===== config.mk =====
export PLATFORM = sky130hd
export DESIGN_NAME = pio_in_debounced
export DESIGN_NICKNAME = d
export VERILOG_FILES = /design/src/rtl/pio_in_pkg.sv /design/src/rtl/pio_debounce.sv /design/src/rtl/pio_in_debounced.sv
export SDC_FILE = /design/constraint.sdc
export NUM_CORES = 1
export LEC_CHECK = 0
export CAP_MARGIN = 20
export CORE_UTILIZATION = 47
export DETAILED_ROUTE_END_ITERATION = 7
export PLACE_DENSITY = 0.73
export SLEW_MARGIN = 20
export SYNTH_ARGS = -nofsm -noshare
export SYNTH_HDL_FRONTEND = slang
export SYNTH_SLANG_ARGS = --single-unit

===== constraint.sdc =====
create_clock -name clk_clk -period 1.35 [get_ports clk_clk]
set_clock_uncertainty 0.2 [all_clocks]
set_input_delay 0.27 -clock clk_clk [delete_from_list [all_inputs] [get_ports clk_clk]]
set_output_delay 0.27 -clock clk_clk [all_outputs]
set_load 0.02 [all_outputs]

===== src/rtl/pio_in_pkg.sv =====
// pio_in_pkg: register offsets and edge-mode encoding shared by the
// debounced input PIO (optional debouncer enabled by PIO_IN_DEBOUNCE_EN).
package pio_in_pkg;

  localparam logic [1:0] PIO_REG_DATA     = 2'd0;
  localparam logic [1:0] PIO_REG_IRQMASK  = 2'd1;
  localparam logic [1:0] PIO_REG_EDGECAP  = 2'd2;
  localparam logic [1:0] PIO_REG_EDGEMODE = 2'd3;

  typedef enum logic [1:0] {
    EDGE_RISE = 2'b00,
    EDGE_FALL = 2'b01,
    EDGE_BOTH = 2'b10,
    EDGE_NONE = 2'b11
  } edge_mode_t;

endpackage


===== src/rtl/pio_debounce.sv =====
// pio_debounce: one input bit, 2-flop synchroniser plus optional
// stable-count debouncer (built only with PIO_IN_DEBOUNCE_EN).
module pio_debounce
  import pio_in_pkg::*;
#(
  parameter int unsigned DEBOUNCE_CYCLES = 50000
) (
  input  logic clk,
  input  logic rst_n,
  input  logic din,
  output logic stable
);

  logic [1:0] sync;

  // bring the raw pin into the clock domain
  always_ff @(posedge clk or negedge rst_n) begin
    if (!rst_n) begin
      sync <= 2'b00;
    end else begin
      sync <= {sync[0], din};
    end
  end

`ifdef PIO_IN_DEBOUNCE_EN
  localparam int unsigned CW = $clog2(DEBOUNCE_CYCLES + 1);
  localparam logic [CW-1:0] TERM = CW'(DEBOUNCE_CYCLES - 1);

  logic [CW-1:0] cnt;
  logic          stable_q;

  // accept a new level only after it has held long enough
  always_ff @(posedge clk or negedge rst_n) begin
    if (!rst_n) begin
      cnt      <= '0;
      stable_q <= 1'b0;
    end else if (sync[1] == stable_q) begin
      cnt <= '0;
    end else if (cnt == TERM) begin
      stable_q <= sync[1];
      cnt      <= '0;
    end else begin
      cnt <= cnt + 1'b1;
    end
  end

  assign stable = stable_q;
`else
  assign stable = sync[1];
`endif

endmodule


===== src/rtl/pio_in_debounced.sv =====
// pio_in_debounced: Avalon-MM input PIO with edge capture and masked irq;
// per-bit debouncing is compiled in when PIO_IN_DEBOUNCE_EN is defined.
module pio_in_debounced
  import pio_in_pkg::*;
#(
  parameter int unsigned WIDTH           = 18,
  parameter int unsigned DEBOUNCE_CYCLES = 50000
) (
  input  logic             clk_clk,
  input  logic             reset_reset_n,
  input  logic [WIDTH-1:0] pio_in,
  input  logic [1:0]       avs_address,
  input  logic             avs_read,
  input  logic             avs_write,
  input  logic [31:0]      avs_writedata,
  output logic [31:0]      avs_readdata,
  output logic             irq
);

  if (WIDTH < 1 || WIDTH > 32) begin : g_bad_width
    $error("WIDTH must be 1..32");
  end
  if (DEBOUNCE_CYCLES < 1) begin : g_bad_dc
    $error("DEBOUNCE_CYCLES must be >= 1");
  end

  logic [WIDTH-1:0] stable;
  logic [WIDTH-1:0] stable_q;
  logic [WIDTH-1:0] rise;
  logic [WIDTH-1:0] fall;
  logic [WIDTH-1:0] edge_set;
  logic [WIDTH-1:0] cap_clr;
  logic [WIDTH-1:0] irq_mask;
  logic [WIDTH-1:0] edge_cap;
  edge_mode_t       edge_mode;
  logic [31:0]      rdata;
  logic             sel_data;
  logic             sel_mask;
  logic             sel_cap;
  logic             sel_mode;
  logic             unused;

  assign unused = ^avs_writedata;

  for (genvar g = 0; g < int'(WIDTH); g++) begin : g_bit
    pio_debounce #(
      .DEBOUNCE_CYCLES(DEBOUNCE_CYCLES)
    ) u_db (
      .clk   (clk_clk),
      .rst_n (reset_reset_n),
      .din   (pio_in[g]),
      .stable(stable[g])
    );
  end

  assign sel_data = (avs_address == PIO_REG_DATA);
  assign sel_mask = (avs_address == PIO_REG_IRQMASK);
  assign sel_cap  = (avs_address == PIO_REG_EDGECAP);
  assign sel_mode = (avs_address == PIO_REG_EDGEMODE);

  assign rise = stable & ~stable_q;
  assign fall = ~stable & stable_q;

  assign cap_clr = (avs_write && sel_cap) ?
                   avs_writedata[WIDTH-1:0] : '0;

  // qualify edges against the selected mode
  always_comb begin
    edge_set = '0;
    unique case (edge_mode)
      EDGE_RISE: edge_set = rise;
      EDGE_FALL: edge_set = fall;
      EDGE_BOTH: edge_set = rise | fall;
      EDGE_NONE: edge_set = '0;
      default:   edge_set = '0;
    endcase
  end

  // previous stable level, for edge detection
  always_ff @(posedge clk_clk or negedge reset_reset_n) begin
    if (!reset_reset_n) begin
      stable_q <= '0;
    end else begin
      stable_q <= stable;
    end
  end

  // capture edges; a new edge beats a same-cycle clear
  always_ff @(posedge clk_clk or negedge reset_reset_n) begin
    if (!reset_reset_n) begin
      edge_cap <= '0;
    end else begin
      edge_cap <= (edge_cap & ~cap_clr) | edge_set;
    end
  end

  // software-writable control registers
  always_ff @(posedge clk_clk or negedge reset_reset_n) begin
    if (!reset_reset_n) begin
      irq_mask  <= '0;
      edge_mode <= EDGE_RISE;
    end else if (avs_write) begin
      if (sel_mask) irq_mask <= avs_writedata[WIDTH-1:0];
      if (sel_mode) edge_mode <= edge_mode_t'(avs_writedata[1:0]);
    end
  end

  // read mux, unimplemented bits zero
  always_comb begin
    rdata = '0;
    unique case (1'b1)
      sel_data: rdata = 32'(stable);
      sel_mask: rdata = 32'(irq_mask);
      sel_cap:  rdata = 32'(edge_cap);
      sel_mode: rdata = 32'(edge_mode);
      default:  rdata = '0;
    endcase
  end

  // one-cycle registered read response
  always_ff @(posedge clk_clk or negedge reset_reset_n) begin
    if (!reset_reset_n) begin
      avs_readdata <= '0;
    end else if (avs_read) begin
      avs_readdata <= rdata;
    end
  end

  assign irq = |(edge_cap & irq_mask);

endmodule


==> results of run 1 <==
## state kept, by name, indices dropped and copies added (netlist names)
name / cells
irq_mask: 18
g_bit.u_db.sync: 36
avs_readdata: 18
edge_cap: 18
stable_q: 18
edge_mode: 2
## routing by layer
metal,GRT usage (%),wire length (um),vias up
li1,-,-,1620
met1,26.39,4818,1716
met2,36.81,5753,92
met3,4.449,405,19
met4,7.653,215,0
met5,0,0,-
## metrics by stage
stage / cells / power (uW)
after floorplan: 421 / 4893
after global placement: 636 / 5773
after detailed placement: 636 / 5849
after CTS: 664 / 7970
after global routing: 675 / 8530
final: 675 / 8123
## cells by family after synthesis
group	synth area share, %
other	0.07650
flip-flops	56.15
multiplexers	13.07
AO/OA/AOI/OAI	8.014
adder cells (fa/ha/maj)	9.188
AND/OR/NAND/NOR	6.407
buffers and inverters	7.095
## final cells by class
cell class / count / area, um2 / area share (%)
Multi-Input combinational cell: 242 / 2061 / 31.18
Tap cell: 133 / 166.4 / 2.518
Clock buffer: 11 / 141.4 / 2.139
Inverter: 36 / 135.1 / 2.045
Timing Repair Buffer: 138 / 1319 / 19.95
Clock inverter: 5 / 33.78 / 0.5112
Sequential cell: 110 / 2753 / 41.65
## where the power goes
group	switching, uW	internal, uW
Clock	1100	723
Combinational	1070	1280
Sequential	280	3680
Total	2450	5680
## path summary, 6_finish.rpt
kind	depth (start not counted)	slack [ns]	to
min in group asynchronous	3	0.20	avs_readdata[5]
max	5	-0.84	irq
max in group asynchronous	3	0.40	g_bit[9].u_db.sync[0]
min	1	0.12	g_bit[16].u_db.sync[0]
min reg2reg	0	0.15	g_bit[9].u_db.sync[1]
max reg2reg	2	-0.14	avs_readdata[0]
## what timing repair did
item / in CTS / in global routing
setup endpoints to repair: 75 / 63
hold buffers: 1 / 0
hold endpoints to repair: 110 / 0
pin swaps: 9 / 8
setup buffers: 11 / 12
gates resized for setup: 152 / 19
gates cloned: 1 / 0
## layout by cell type (no fill, tap or decap), types with 2 or more instances in the layout
cell             synthesis  routed
dfrtp_1                110     110
buf_4                   16      63
clkdlybuf4s50_1          0      37
inv_1                   36      36
nand2_1                 36      36
ha_1                    36      36
nor2_1                  32      32
mux2i_1                 34      28
a21oi_1                 32      26
buf_6                    3      26
mux2_2                  21      20
o221ai_2                 0      16
conb_1                   1      14
clkbuf_8                 0      10
a21oi_2                  0       6
buf_12                   0       5
mux2i_4                  0       4
a22o_1                   3       3
a221oi_2                 0       3
a22oi_1                  3       3
buf_8                    0       3
o221ai_1                18       2
mux2i_2                  0       2
mux4_2                   1       2
mux2_4                   1       2
clkinvlp_4               0       2
clkinv_2                 0       2
dlygate4sd2_1            0       2
==> impl_metrics.tcl, run 1 <==
set metrics [dict create \
    status "complete, but fails checks" \
    failed_checks "setup timing" \
    synth_top_area_share_pct 56.15 \
    synth_edf_count 0 \
    syn_avg_cell_area_um2 12.02 \
    drt_wl_total_um 11190 \
    cp_cell_sequence "a22o_1, a221oi_2, and3_1, nand4_1, buf_6" \
    initial_utilization_pct 49.25 \
    hold_violations 0 \
    die_y_um 104.1 \
    timing.final.crit_share_pct 162.6 \
    clk_path_buf_depth 2 \
    die_area_mm2 0.01084 \
    antenna_found_initial 0 \
    clock-sinks 110 \
    routed_via_density 5.107 \
    num_vias 3447 \
    yosysMostFrequentCell "dfrtp_1" \
    critPathRequiredTime_ns 0.88 \
    yosysSeqAreaShare_pct 56.15 \
    synth_cell_types 28 \
    fin_nets 629 \
    final_core_util_pct 66.39 \
    cp-start-kind "register" \
    die_x_um 104.1 \
    fp.coreArea_mm2 0.009955 \
    ys_seq_elements 110 \
    syn2layout_area_growth_pct 34.81 \
    setup_viol 40 \
    post_drt_wl_per_cell_um 16.58 \
    max-vdd-ir-drop_uv 717.9 \
    power_leakage_uw 0.003162 \
    final_area_mm2 0.006609 \
    pin_count 89 \
    p_per_area_mw_per_mm2 1229 \
    period_minus_slack_ns 2.195 \
    grt_pass1_vias 3563 \
    fin_ws_ns -0.8447 \
    ys_async_sr_fraction_pct 100.0 \
    yosysWarnings 0 \
    cts_tree "done" \
    worstPathArrival_ns 1.72 \
    grt_pass1_wl_um 17720 \
    min_from "pio_in[16]" \
    dp_slack_ns -0.8900 \
    io_buffers 60 \
    end_kind "primary output" \
    ctsRootBufferMaster "clkbuf_8" \
    crit_family "compound AO/OA/AOI/OAI gates" \
    layout-drive-gt1-share_pct 31.55 \
    crit_buf_inv 1 \
    ant_nets 0 \
    globalplace.congestion 0.8451 \
    drc 0 \
    synth_area_leaders "dfrtp_1, ha_1, mux2i_1, mux2_2, a21oi_1" \
    dpl.hpwl_um 7403 \
    grt_usage_pct 21.31 \
    grt_overflow 0 \
    clock_latency_ns 0.38 \
    r2r_start "edge_mode[0]" \
    insertedDiodeCount 0 \
    max_stage_delay_ns 0.39 \
    hp-class "input pin to register" \
    cap_violations 0 \
    numCtsBuffers 9 \
    crit_type "register to primary output" \
    place_area_mm2 0.005949 \
    nFillCells 724 \
    grt_start_max_net_pins 71 \
    slowest_stage "dfrtp_1" \
    clkSlewWorstSetupHoldPaths_ns 0.10 \
    syn_inst 408 \
    crit_start "edge_cap[11]" \
    drt-initial-drc-count 129 \
    rsz0062_at_grt "yes" \
    cp_max_fo 2 \
    drv_slew 0 \
    drt_pass1_iterations 4 \
    ys_top_cells_by_count "dfrtp_1, ha_1, inv_1, nand2_1, mux2i_1" \
    ys.flop_type "dfrtp_1" \
    finalSetupTns_ns -3.486 \
    syn_area_mm2 0.004902 \
    htreeDepth 3 \
    synth_area_leader_cell "dfrtp_1" \
    num_rows 36 \
    fmax_mhz 455.6 \
    fin_hold_ws_ns 0.1213 \
]
No activity file was read; power rests on OpenSTA's default activity.
==> run 2: changes to the inputs <==
--- a/config.mk
+++ b/config.mk
@@ -6,9 +6,11 @@
 export NUM_CORES = 1
 export LEC_CHECK = 0
 export CAP_MARGIN = 20
-export CORE_UTILIZATION = 47
+export CORE_ASPECT_RATIO = 0.75
+export CORE_UTILIZATION = 57
 export DETAILED_ROUTE_END_ITERATION = 7
-export PLACE_DENSITY = 0.73
+export DONT_BUFFER_PORTS = 1
+export PLACE_DENSITY = 0.72
 export SLEW_MARGIN = 20
 export SYNTH_ARGS = -nofsm -noshare
 export SYNTH_HDL_FRONTEND = slang
==> run 2 against run 1 <==
  * The flow finishes with violations (hold timing, setup timing)
  * Utilization increased by 11 points
  * Worst setup slack improved by 0.047 ns
  * Highest routed layer unchanged
  * Clock-buffer cell count increased by 1
  * Non-clock buffer count decreased by 52
  * Die area decreased by 17%
  * Largest power group unchanged
  * Global-route usage increased by 4.1 points
  * Register-to-register slack about the same
  * Total power increased by 7.9%
  * Clock power increased by 57%
  * Critical endpoint unchanged
  * Hold slack got worse by 0.71 ns
  * Sequential power increased by 2%
  * Cell count decreased by 12%
==> impl_metrics.tcl, run 2 (synthesis gave the netlist of run 1 again) <==
set metrics [dict create \
    r2r-end "avs_readdata[0]" \
    nFillCells 499 \
    p_per_area_mw_per_mm2 1399 \
    ctsRootBufferMaster "clkbuf_16" \
    hold_violations 128 \
    mostFrequentLayoutCells "dfrtp_1, buf_4" \
    clock_latency_ns 0.35 \
    ant_nets 0 \
    syn2layout_area_growth_pct 27.79 \
    clk_path_buf_depth 2 \
    grt_usage_pct 25.40 \
    cp_max_fo 2 \
    cts_tree "done" \
    layout-drive-gt1-share_pct 24.69 \
    status "complete, but fails checks" \
    fin_nets 577 \
    antenna_found_initial 0 \
    fin_hold_ws_ns -0.5858 \
    slowest_stage "dfrtp_1" \
    r2r_cells 2 \
    fin_cells 595 \
    reg2reg_slack_ns -0.13 \
    drc 0 \
    fin_ws_ns -0.7976 \
    drt-initial-drc-count 200 \
    crit_buf_inv 1 \
    grt_start_max_net_pins 111 \
    r2r_start "edge_mode[0]" \
    insertedDiodeCount 0 \
    hold_buffers 36 \
    largest-register "g_bit.u_db.sync" \
    critPathRequiredTime_ns 0.88 \
    fmax_mhz 465.6 \
    p_int_uw 6403 \
    multiInputGateArea_mm2 0.002096 \
    numCtsBuffers 9 \
    seqCellArea_mm2 0.002754 \
    cp-start-kind "register" \
    dpl.hpwl_um 6716 \
    final_area_mm2 0.006265 \
    period_minus_slack_ns 2.148 \
    die_x_um 109.1 \
    cap_violations 0 \
    final_common_cell "dfrtp_1" \
    max-vdd-ir-drop_uv 1525 \
    drt_pass1_iterations 4 \
    failed_checks "hold timing, setup timing" \
    grt_pass1_wl_um 16590 \
    place_area_mm2 0.005221 \
    num_vias 3254 \
    cp_cell_sequence "a22o_1, a221oi_2, and3_1, nand4_1, buf_4" \
    switching_share_pct 26.97 \
    clock-sinks 110 \
    die_y_um 82.32 \
    pin_count 89 \
    fp.coreArea_mm2 0.008093 \
    routed_via_density 5.469 \
    drv_slew 0 \
    largest_register_ffs 36 \
    fin_total_pwr_uw 8767 \
    io_buffers 0 \
    htreeDepth 3 \
    globalplace.congestion 0.8276 \
    power_leakage_uw 0.002955 \
    clkSlewWorstSetupHoldPaths_ns 0.07 \
    drt_wl_total_um 10930 \
    final_core_util_pct 77.41 \
    grt_pass1_vias 3372 \
    worstPathArrival_ns 1.68 \
    grt_overflow 0 \
    crit_family "compound AO/OA/AOI/OAI gates" \
    die_area_mm2 0.008979 \
    rsz0062_at_grt "yes" \
    combPwrFrac_pct 21.2 \
    initial_utilization_pct 60.58 \
    crit_type "register to primary output" \
    max_stage_delay_ns 0.39 \
    end_kind "primary output" \
    dp_slack_ns -0.4931 \
    power_frac_seq_pct 46.2 \
    timing.final.crit_share_pct 159.1 \
    pwr-share-clk_pct 32.5 \
    dpl.cell_count 537 \
    p_sw_uw 2365 \
    hp-class "input pin to asynchronous set/reset pin" \
    setup_viol 17 \
    num_rows 28 \
    post_drt_wl_per_cell_um 18.38 \
]
run 2: changes by cell type in the layout (fill, tap and decap cells not counted), moves of 4 or more:
cell / change
mux2i_4: +6
buf_4: -25
buf_6: -19
o221ai_2: -4
clkbuf_8: -9
clkdlybuf4s50_1: -37
dlygate4sd3_1: +35
mux2i_1: -4
clkbuf_16: +10
o221ai_1: +4
run 2: how the worst max path moves through the flow:
stage	endpoint	from	cells after the start	slack (ns)
after global placement	irq	irq_mask[11]	5	-0.47
after floorplan	irq	irq_mask[6]	4	-0.26
after detailed placement	irq	irq_mask[6]	5	-0.49
final	irq	irq_mask[11]	5	-0.80
after global routing	irq	edge_cap[10]	5	-0.87
after CTS	irq	irq_mask[6]	5	-0.81
run 2: cell type report:
| cell class | instances | area share [%] |
|---|---|---|
| multi-input combinational | 242 | 33.45 |
| sequential | 110 | 43.96 |
| inverter | 36 | 2.157 |
| clock inverter | 4 | 1.238 |
| timing repair buffer | 86 | 13.16 |
| clock buffer | 12 | 3.934 |
| tap | 105 | 2.097 |
run 2: power groups by stage:
stage | sequential (uW) | combinational, uW | clock [uW]
3_3_place_gp | 4070 | 1290 | 0
4_1_cts | 4040 | 1580 | 2910
2_1_floorplan | 4040 | 849 | 0
5_1_grt | 4100 | 2000 | 3020
6_report | 4050 | 1860 | 2850
3_5_place_dp | 4090 | 1330 | 0
run 2: worst reg2reg max path, cell delays in order, from the launching register on:
cell     delay [ns]
dfrtp_1        0.42
mux4_2         0.47
mux2_4         0.27
run 2: layer usage:
metal / up-vias / track usage [%] / wire length, um
met1: 1620 / 31.33 / 4674
li1: 1515 / - / -
met5: - / 0 / 0
met4: 0 / 10.27 / 169
met2: 100 / 42.14 / 5400
met3: 19 / 7.692 / 688
run 2: timing repair:
item                                    in CTS  in global routing
setup buffers                                2                  2
gates cloned                                 1                  1
endpoints found under the setup margin      21                 26
hold endpoints to repair                   184                128
pin swaps                                    4                 16
gates resized for setup                     21                 36
run 2: through the flow:
stage               hold WS [ns]  TNS, ns
floorplan                -0.2256  -0.3806
global placement         -0.2224   -1.061
detailed placement       -0.2227   -1.332
CTS                      -0.6015   -1.026
global route             -0.6036   -2.105
finish                   -0.5858   -1.338
